===== src/rtl/video_dither_out.sv =====
// Board-side video output stage: 4x4 ordered dither from IN_DEPTH to OUT_DEPTH bits per
// channel, two-stage pipeline with sync/DE re-timed and re-polarised to match.
module video_dither_out #(
    parameter int unsigned IN_DEPTH   = 6,
    parameter int unsigned OUT_DEPTH  = 1,
    parameter logic        HS_POL_IN  = 1'b1,
    parameter logic        VS_POL_IN  = 1'b1,
    parameter logic        HS_POL_OUT = 1'b1,
    parameter logic        VS_POL_OUT = 1'b1,
    parameter int unsigned TEMPORAL   = 1,
    parameter int unsigned RGB_ORDER  = 0
) (
    input  logic                   clk,
    input  logic                   reset,
    input  logic [IN_DEPTH-1:0]    in_r,
    input  logic [IN_DEPTH-1:0]    in_g,
    input  logic [IN_DEPTH-1:0]    in_b,
    input  logic                   in_hs,
    input  logic                   in_vs,
    input  logic                   in_de,
    input  logic                   dither_en,
    output logic [3*OUT_DEPTH-1:0] rgb,
    output logic                   hsync,
    output logic                   vsync,
    output logic                   out_de
);

    localparam int unsigned SHIFT = IN_DEPTH - OUT_DEPTH;
    localparam int unsigned SH_L  = (SHIFT >= 4) ? SHIFT - 4 : 0;
    localparam int unsigned SH_R  = (SHIFT < 4) ? 4 - SHIFT : 0;
    localparam logic [IN_DEPTH:0] O_MAX = (IN_DEPTH + 1)'((1 << OUT_DEPTH) - 1);

    // sync edge detection and pixel position counters
    logic                hs_act, vs_act, hs_edge, vs_edge;
    logic                hs_prev_q, hs_prev_d;
    logic                vs_prev_q, vs_prev_d;
    logic [1:0]          x_q, x_d;
    logic [1:0]          y_q, y_d;
    logic [1:0]          frame_q, frame_d;

    // stage 1
    logic [IN_DEPTH-1:0] r1_q, r1_d;
    logic [IN_DEPTH-1:0] g1_q, g1_d;
    logic [IN_DEPTH-1:0] b1_q, b1_d;
    logic [IN_DEPTH-1:0] t1_q, t1_d;
    logic                de1_q, de1_d;
    logic                hs1_q, hs1_d;
    logic                vs1_q, vs1_d;

    // stage 2
    logic [3*OUT_DEPTH-1:0] rgb_q, rgb_d;
    logic                   de2_q, de2_d;
    logic                   hs2_q, hs2_d;
    logic                   vs2_q, vs2_d;

    // threshold datapath
    logic [1:0]          xi;
    logic [3:0]          m_val;
    logic [11:0]         m_scaled;
    logic [OUT_DEPTH-1:0] r_o, g_o, b_o;

    function automatic logic [3:0] bayer(input logic [1:0] yy, input logic [1:0] xx);
        logic [3:0] m;
        case ({yy, xx})
            4'd0:  m = 4'd0;
            4'd1:  m = 4'd8;
            4'd2:  m = 4'd2;
            4'd3:  m = 4'd10;
            4'd4:  m = 4'd12;
            4'd5:  m = 4'd4;
            4'd6:  m = 4'd14;
            4'd7:  m = 4'd6;
            4'd8:  m = 4'd3;
            4'd9:  m = 4'd11;
            4'd10: m = 4'd1;
            4'd11: m = 4'd9;
            4'd12: m = 4'd15;
            4'd13: m = 4'd7;
            4'd14: m = 4'd13;
            default: m = 4'd5;
        endcase
        return m;
    endfunction

    // Sum is one bit wider than the input so a full-scale value plus threshold cannot wrap.
    function automatic logic [OUT_DEPTH-1:0] quant(input logic [IN_DEPTH-1:0] v,
                                                   input logic [IN_DEPTH-1:0] t);
        logic [IN_DEPTH:0] sum;
        logic [IN_DEPTH:0] shf;
        sum = {1'b0, v} + {1'b0, t};
        shf = sum >> SHIFT;
        if (shf > O_MAX) begin
            return '1;
        end
        return shf[OUT_DEPTH-1:0];
    endfunction

    always_comb begin
        hs_act  = (in_hs == HS_POL_IN);
        vs_act  = (in_vs == VS_POL_IN);
        hs_edge = hs_act & ~hs_prev_q;
        vs_edge = vs_act & ~vs_prev_q;

        hs_prev_d = hs_act;
        vs_prev_d = vs_act;

        if (hs_edge) begin
            x_d = '0;
        end else if (in_de) begin
            x_d = x_q + 2'd1;
        end else begin
            x_d = x_q;
        end

        if (vs_edge) begin
            y_d = '0;
        end else if (hs_edge) begin
            y_d = y_q + 2'd1;
        end else begin
            y_d = y_q;
        end

        if (TEMPORAL == 0) begin
            frame_d = '0;
        end else if (vs_edge) begin
            frame_d = frame_q + 2'd1;
        end else begin
            frame_d = frame_q;
        end
    end

    always_comb begin
        xi    = x_q + frame_q;
        m_val = bayer(y_q, xi);
        if (SHIFT >= 4) begin
            m_scaled = 12'(m_val) << SH_L;
        end else begin
            m_scaled = 12'(m_val) >> SH_R;
        end

        r1_d  = in_r;
        g1_d  = in_g;
        b1_d  = in_b;
        de1_d = in_de;
        hs1_d = hs_act;
        vs1_d = vs_act;
        if (dither_en && (SHIFT != 0)) begin
            t1_d = m_scaled[IN_DEPTH-1:0];
        end else begin
            t1_d = '0;
        end
    end

    always_comb begin
        r_o = '0;
        g_o = '0;
        b_o = '0;
        if (de1_q) begin
            r_o = quant(r1_q, t1_q);
            g_o = quant(g1_q, t1_q);
            b_o = quant(b1_q, t1_q);
        end

        if (RGB_ORDER == 0) begin
            rgb_d = {b_o, g_o, r_o};
        end else begin
            rgb_d = {r_o, g_o, b_o};
        end
        de2_d = de1_q;
        hs2_d = hs1_q;
        vs2_d = vs1_q;
    end

    always_ff @(posedge clk) begin
        if (!reset) begin
            hs_prev_q <= 1'b0;
            vs_prev_q <= 1'b0;
            x_q       <= '0;
            y_q       <= '0;
            frame_q   <= '0;
            r1_q      <= '0;
            g1_q      <= '0;
            b1_q      <= '0;
            t1_q      <= '0;
            de1_q     <= 1'b0;
            hs1_q     <= 1'b0;
            vs1_q     <= 1'b0;
            rgb_q     <= '0;
            de2_q     <= 1'b0;
            hs2_q     <= 1'b0;
            vs2_q     <= 1'b0;
        end else begin
            hs_prev_q <= hs_prev_d;
            vs_prev_q <= vs_prev_d;
            x_q       <= x_d;
            y_q       <= y_d;
            frame_q   <= frame_d;
            r1_q      <= r1_d;
            g1_q      <= g1_d;
            b1_q      <= b1_d;
            t1_q      <= t1_d;
            de1_q     <= de1_d;
            hs1_q     <= hs1_d;
            vs1_q     <= vs1_d;
            rgb_q     <= rgb_d;
            de2_q     <= de2_d;
            hs2_q     <= hs2_d;
            vs2_q     <= vs2_d;
        end
    end

    assign rgb    = rgb_q;
    assign out_de = de2_q;
    assign hsync  = hs2_q ? HS_POL_OUT : ~HS_POL_OUT;
    assign vsync  = vs2_q ? VS_POL_OUT : ~VS_POL_OUT;

endmodule


===== config.mk =====
export PLATFORM = sky130hd
export DESIGN_NAME = video_dither_out
export DESIGN_NICKNAME = d
export VERILOG_FILES = /design/src/rtl/video_dither_out.sv
export SDC_FILE = /design/constraint.sdc
export NUM_CORES = 1
export LEC_CHECK = 0
export ABC_CLOCK_PERIOD_IN_PS = 3350
export CAP_MARGIN = 20
export CORE_AREA = 3 3 56 53
export DETAILED_ROUTE_END_ITERATION = 8
export DIE_AREA = 0 0 59 56
export HOLD_SLACK_MARGIN = 0.05
export PLACE_DENSITY = 0.79
export SLEW_MARGIN = 0
export SYNTH_ARGS = -nofsm -noshare
export SYNTH_HDL_FRONTEND = slang
export SYNTH_SLANG_ARGS = --single-unit

===== constraint.sdc =====
create_clock -name clk -period 3.35 [get_ports clk]
set_input_delay 0.67 -clock clk [delete_from_list [all_inputs] [get_ports clk]]
set_output_delay 0.67 -clock clk [all_outputs]
set_load 0.02 [all_outputs]

# After elaboration in Yosys (flattened, before gate mapping)
# Memory sizes are Yosys's and may differ from the RTL's. A register that Yosys moved wholly into a read port is not among the register bits.
# Index checks and enable logic that the tools add are counted.
dict set report word_totals {
  mem_bits_ro 64
  mem_count 1
  input_bits 24
  reg_bits 35
}
# memory words width rd rd_ports_with_merged_regs wr line_no
set memory_table {}
lappend memory_table {{(no name shown)} 16 4 1 1 0 64} ;# case ({yy, xx})
dict set report classes {
  n_bitwise 5
  mux 14
  add_sub_neg 7
  reduce_logical 5
  magnitude_cmp 3
}
# op n
set ops {}
lappend ops {{$add A6 B6 Y7} 3}
lappend ops {{$mux W1} 14}
lappend ops {{$add A2 B1 Y2 const B} 3}
lappend ops {{$gt A2 B1 Y1 const B} 3}
lappend ops {{$reduce_and A2 Y1} 2}
lappend ops {{$reduce_or A2 Y1} 2}
lappend ops {{$not A1 Y1} 3}
lappend ops {{$add A2 B2 Y2} 1}
lappend ops {{$and A1 B1 Y1} 2}
lappend ops {{$logic_not A1 Y1} 1}

# Depth between registers and ports, before layout
dict set report logic_depth {
  word_depth 5
  ltp_mapped 4
}

# Least setup slack after synthesis
# No wires, ideal clock.
dict set report synth_path {
  path_type {flip-flop to flip-flop}
  start {reg t1_q[3]}
  end {reg rgb_q[0] (netlist: rgb[0])}
  setup_ns 0.120
  slack_ns 2.226
  required_ns 3.230
  arrival_ns 1.004
  n_path_buf 0
  path_stages_with_launch 5
  path_cell_list {dfxtp_1 ha_1 a21oi_1 a21boi_1 o31a_1}
}
dict set report synth_via {
  elab_chain_len 5
}
# element line_no
set synth_rtl {}
lappend synth_rtl {{start: declaration} 45} ;# logic [IN_DEPTH-1:0] t1_q, t1_d;
lappend synth_rtl {{$add A6 B6 Y7 (*)} 90} ;# sum = {1'b0, v} + {1'b0, t};
lappend synth_rtl {{$gt A2 B1 Y1} 92} ;# if (shf > O_MAX) begin
lappend synth_rtl {{$mux W1} 92}
lappend synth_rtl {{$mux W1} 158} ;# if (de1_q) begin
lappend synth_rtl {{$mux W1 (*)} 95} ;# return shf[OUT_DEPTH-1:0];
lappend synth_rtl {{end signal: assignment} 205} ;# rgb_q <= rgb_d;
lappend synth_rtl {{end: declaration} 51} ;# logic [3*OUT_DEPTH-1:0] rgb_q, rgb_d;
# Mark *: on every way between the ends. The rest lies on a longest branch, timed or not. The select of a mux whose other input is x is not followed.
# A chain may end at the register's enable or synchronous reset.

# Final worst setup path
dict set report layout_path {
  start {reg de2_q (netlist: out_de)}
  end {out out_de}
}
# element line_no
set layout_lines {}
lappend layout_lines {{start: declaration} 52} ;# logic de2_q, de2_d;
lappend layout_lines {{start signal: assignment} 189} ;# de2_q <= 1'b0;
lappend layout_lines {{start signal: assignment} 206} ;# de2_q <= de2_d;
lappend layout_lines {{end: declaration} 25} ;# output logic out_de
# No word-level cell between the ends.

==> PnR_summary.wiki <==
{| class="wikitable"
! Metric !! Value
|-
| Count of cell instances traversed by the critical path || 1
|-
| Top cells by area in the synthesized netlist || sky130_fd_sc_hd__dfxtp_1 56%, sky130_fd_sc_hd__and2_1 12%, sky130_fd_sc_hd__ha_1 10%
|-
| Mean post-synth cell area || ~11 um2
|-
| Seq/Total Area, Yosys || 0.563
|-
| Net switching share of the total power || 0.212
|-
| Critical path class || reg -> out
|-
| DR WL/cell || between 10 and 15 um
|-
| Total power per unit cell area || 466 nW/um2
|-
| Maximum number of pins on one net before global-route repair || 29
|-
| Net count after synthesis || approximately 140
|-
| Worst voltage drop across the vdd grid || between 0.2 and 0.3 mV
|-
| Final setup violation count || 0
|-
| Clock-pin slew of the registers on the worst-case setup and hold paths || about 0.090 ns
|-
| Cells on worst reg2reg path || 4
|-
| Post-synthesis cell type with the largest combined area || sky130_fd_sc_hd__dfxtp_1
|-
| Number of synthesized register bits || 34
|-
| Area of the core || between 2000 and 2500 um2
|-
| Synth Instances || around 110
|-
| Logic gate share of total power || 0.104
|-
| Post-route antenna net violation count || 0
|-
| Max Slew Vio Count || 0
|-
| Wire length of the first global-routing pass || around 3300 um
|-
| Transition at the pin with the smallest max-transition slack || approximately 0.72 ns
|-
| Worst-case headroom to the max-slew limit || 0.519
|-
| Peak fanout along the critical path || 1
|-
| Leakage power || ~0.64 nW
|-
| Growth of design area from synthesis to finish || 27.8%
|-
| Status || finished clean
|-
| Pre-antenna DRT Iters || 2
|-
| Required time reported for the critical path endpoint || between 2 and 3 ns
|-
| DR vias/cell || around 4.9
|-
| Slack of the critical path || about 1.5 ns
|-
| # diodes || 0
|-
| Maximum number of buffers from clock root to sink || 2
|-
| Worst Setup End Kind || output pin
|-
| TritonCTS clock tree || done
|-
| Last weighted congestion value of the routability-driven placer || 0.743
|-
| Number of sinks driven by the clock tree || 34
|-
| Dpl ws || between 1 and 1.5 ns
|-
| Signal arrival time at the worst endpoint || 1.23 ns
|-
| Part of the total power dissipated in sequential elements || 0.604
|-
| Critical Path Start Type || register
|-
| Fmax achieved || between 0.5 and 0.6 GHz
|-
| Cell chosen for the clock root || sky130_fd_sc_hd__clkbuf_4
|-
| Sequence of cells on the critical path || clkdlybuf4s50_1
|-
| Port bufs || 26
|-
| Fraction of layout cells with a size suffix above 1 || 0.0438
|-
| Total wirelength of the detailed-routed design || 1990 um
|-
| Height of the die || 56 um
|-
| Gate family responsible for the most delay along the worst path || buffers and inverters
|-
| Count of hold-fix buffers inserted at cts || 0
|-
| Antenna violations before repair || 0
|-
| Total vias in the final route || slightly above 800
|-
| Internal power summed over all cells || around 570 uW
|-
| Sum of internal, switching and leakage power || between 700 and 800 uW
|-
| Maximum clock skew at final layout || between 0.005 and 0.006 ns
|-
| Synth warn || 0
|-
| Setup total negative slack || 0 ns
|-
| Via count of the first global-routing pass || between 800 and 900
|-
| H-tree depth || 2
|-
| Hold violation total from the final report || 0
|-
| Clk Latency, worst-skew pair || 0.31 ns
|-
| Total CTS buffers || 5
|-
| Number of setup buffers added after CTS || 0
|-
| Final critical delay including setup and external delays || 1.90 ns
|-
| Max-capacitance violation count || 0
|-
| Post-synthesis instance area || about 1200 um2
|-
| DP Wirelength || 1480 um
|-
| Layout fillers || ~220
|-
| Number of placed I/O pins || 30
|-
| Area enclosed by the die boundary || 3300 um2
|-
| Class of the most critical hold timing path || reg -> reg
|-
| Die W || 59 um
|-
| CP max-delay cell || sky130_fd_sc_hd__clkdlybuf4s50_1
|-
| RSZ-0062 raised after global routing || no
|-
| First DRT Iteration DRCs || 5
|-
| Part of the cycle the worst path needs || 0.566
|-
| Global route total overflow || 0
|-
| Remaining routing DRC violations || 0
|-
| Slack of the worst reg-to-reg path || ~2.1 ns
|-
| Worst hold path depth || 1
|-
| Initial core utilization || 0.499
|-
| Slowest Stage Delay on Critical Path || slightly below 0.6 ns
|-
| Total routing resource utilization after global routing || 0.137
|-
| Critical path buffers and inverters || 1
|-
| Area share of the largest cell type after synthesis || 0.563
|-
| FP Rows || 17
|-
| # resized after CTS || 0
|-
| Reported net switching power || between 150 and 200 uW
|-
| Cell variety after synth || 16
|-
| Layout net count || about 170
|-
| Clock network fraction of total power || 0.292
|}
==> final timing paths <==
kind | from | end
setup / recovery | out_de | out_de
setup reg to reg | t1_q[3] | rgb[1]
hold / removal | b1_q[5] | rgb[2]
hold reg to reg | b1_q[5] | rgb[2]
==> metal layers <==
layer / up-vias / track usage / wire length (um) / share of wire
li1: 419 / - / - / -
met1: 367 / 0.136 / 832 / 0.42
met2: 19 / 0.226 / 1000 / 0.50
met3: 2 / 0.0673 / 133 / 0.067
met4: 0 / 0.0777 / 21 / 0.011
met5: - / 0 / 0 / 0
==> final cells by class <==
| type | instances | area (um2) | share of cell area |
|---|---|---|---|
| sequential | 34 | 681 | 0.440 |
| timing repair buffer | 26 | 260 | 0.168 |
| clock buffer | 6 | 51.3 | 0.0332 |
| multi-input combinational | 71 | 519 | 0.336 |
| tap | 28 | 35.0 | 0.0227 |
==> sequential cells by signal (all words and copies together), names as in the netlist <==
register,cells
y_q,2
r1_q,5
hs1_q,1
g1_q,5
b1_q,5
vs2_q,1
t1_q,4
frame_q,2
x_q,2
vs1_q,1
rgb,3
out_de,1
de1_q,1
hs2_q,1
==> power by group through the flow <==
| stage | Combinational, mW | Clock, mW | Sequential [mW] |
|---|---|---|---|
| 3_5_place_dp | 0.0756 | 0 | 0.445 |
| 6_report | 0.0746 | 0.211 | 0.435 |
| 3_3_place_gp | 0.0736 | 0 | 0.444 |
| 2_1_floorplan | 0.0381 | 0 | 0.444 |
| 4_1_cts | 0.0763 | 0.223 | 0.435 |
| 5_1_grt | 0.0835 | 0.247 | 0.437 |
==> cell usage after synthesis (all sizes together) <==
cell type / n
nor2: 6
buf: 2
a21oi: 3
nand3b: 2
xnor2: 8
xor2: 2
nand2b: 2
dfxtp: 34
nand4: 3
nor2b: 1
and2: 23
and3: 2
o31a: 3
a21boi: 3
nand2: 3
ha: 10
==> kinds of logic after synthesis <==
group	after synthesis	synth area share
AND/OR/NAND/NOR	42	0.201
adder cells (fa/ha/maj)	10	0.103
flip-flops	34	0.563
XOR/XNOR	10	0.0724
AO/OA/AOI/OAI	9	0.0527
buffers and inverters	2	0.00827
==> through the flow <==
step	utilization	std cells	hold WS (ns)	area [um2]
2_1_floorplan	-	107	0.427	1210
3_3_place_gp	0.617	159	0.439	1500
3_5_place_dp	0.617	159	0.435	1500
4_1_cts	0.638	165	0.451	1550
5_1_grt	0.638	165	0.488	1550
6_report	0.638	165	0.445	1550
==> cell usage in the layout (no fill, tap or decap) <==
| cell type | Yosys | routed |
|---|---|---|
| sky130_fd_sc_hd__nand2_1 | 3 | 3 |
| sky130_fd_sc_hd__ha_1 | 10 | 10 |
| sky130_fd_sc_hd__clkbuf_8 | 0 | 1 |
| sky130_fd_sc_hd__xor2_1 | 2 | 2 |
| sky130_fd_sc_hd__a21boi_1 | 3 | 3 |
| sky130_fd_sc_hd__and3_1 | 2 | 2 |
| sky130_fd_sc_hd__a21oi_1 | 3 | 3 |
| sky130_fd_sc_hd__o31a_1 | 3 | 3 |
| sky130_fd_sc_hd__nand2b_1 | 2 | 2 |
| sky130_fd_sc_hd__clkdlybuf4s50_1 | 0 | 26 |
| sky130_fd_sc_hd__xnor2_1 | 8 | 8 |
| sky130_fd_sc_hd__nor2b_1 | 1 | 1 |
| sky130_fd_sc_hd__nor2_1 | 6 | 6 |
| sky130_fd_sc_hd__and2_1 | 23 | 23 |
| sky130_fd_sc_hd__nand4_1 | 3 | 3 |
| sky130_fd_sc_hd__clkbuf_4 | 0 | 5 |
| sky130_fd_sc_hd__nand3b_1 | 2 | 2 |
| sky130_fd_sc_hd__dfxtp_1 | 34 | 34 |
No activity file was read; power rests on OpenSTA's default activity.
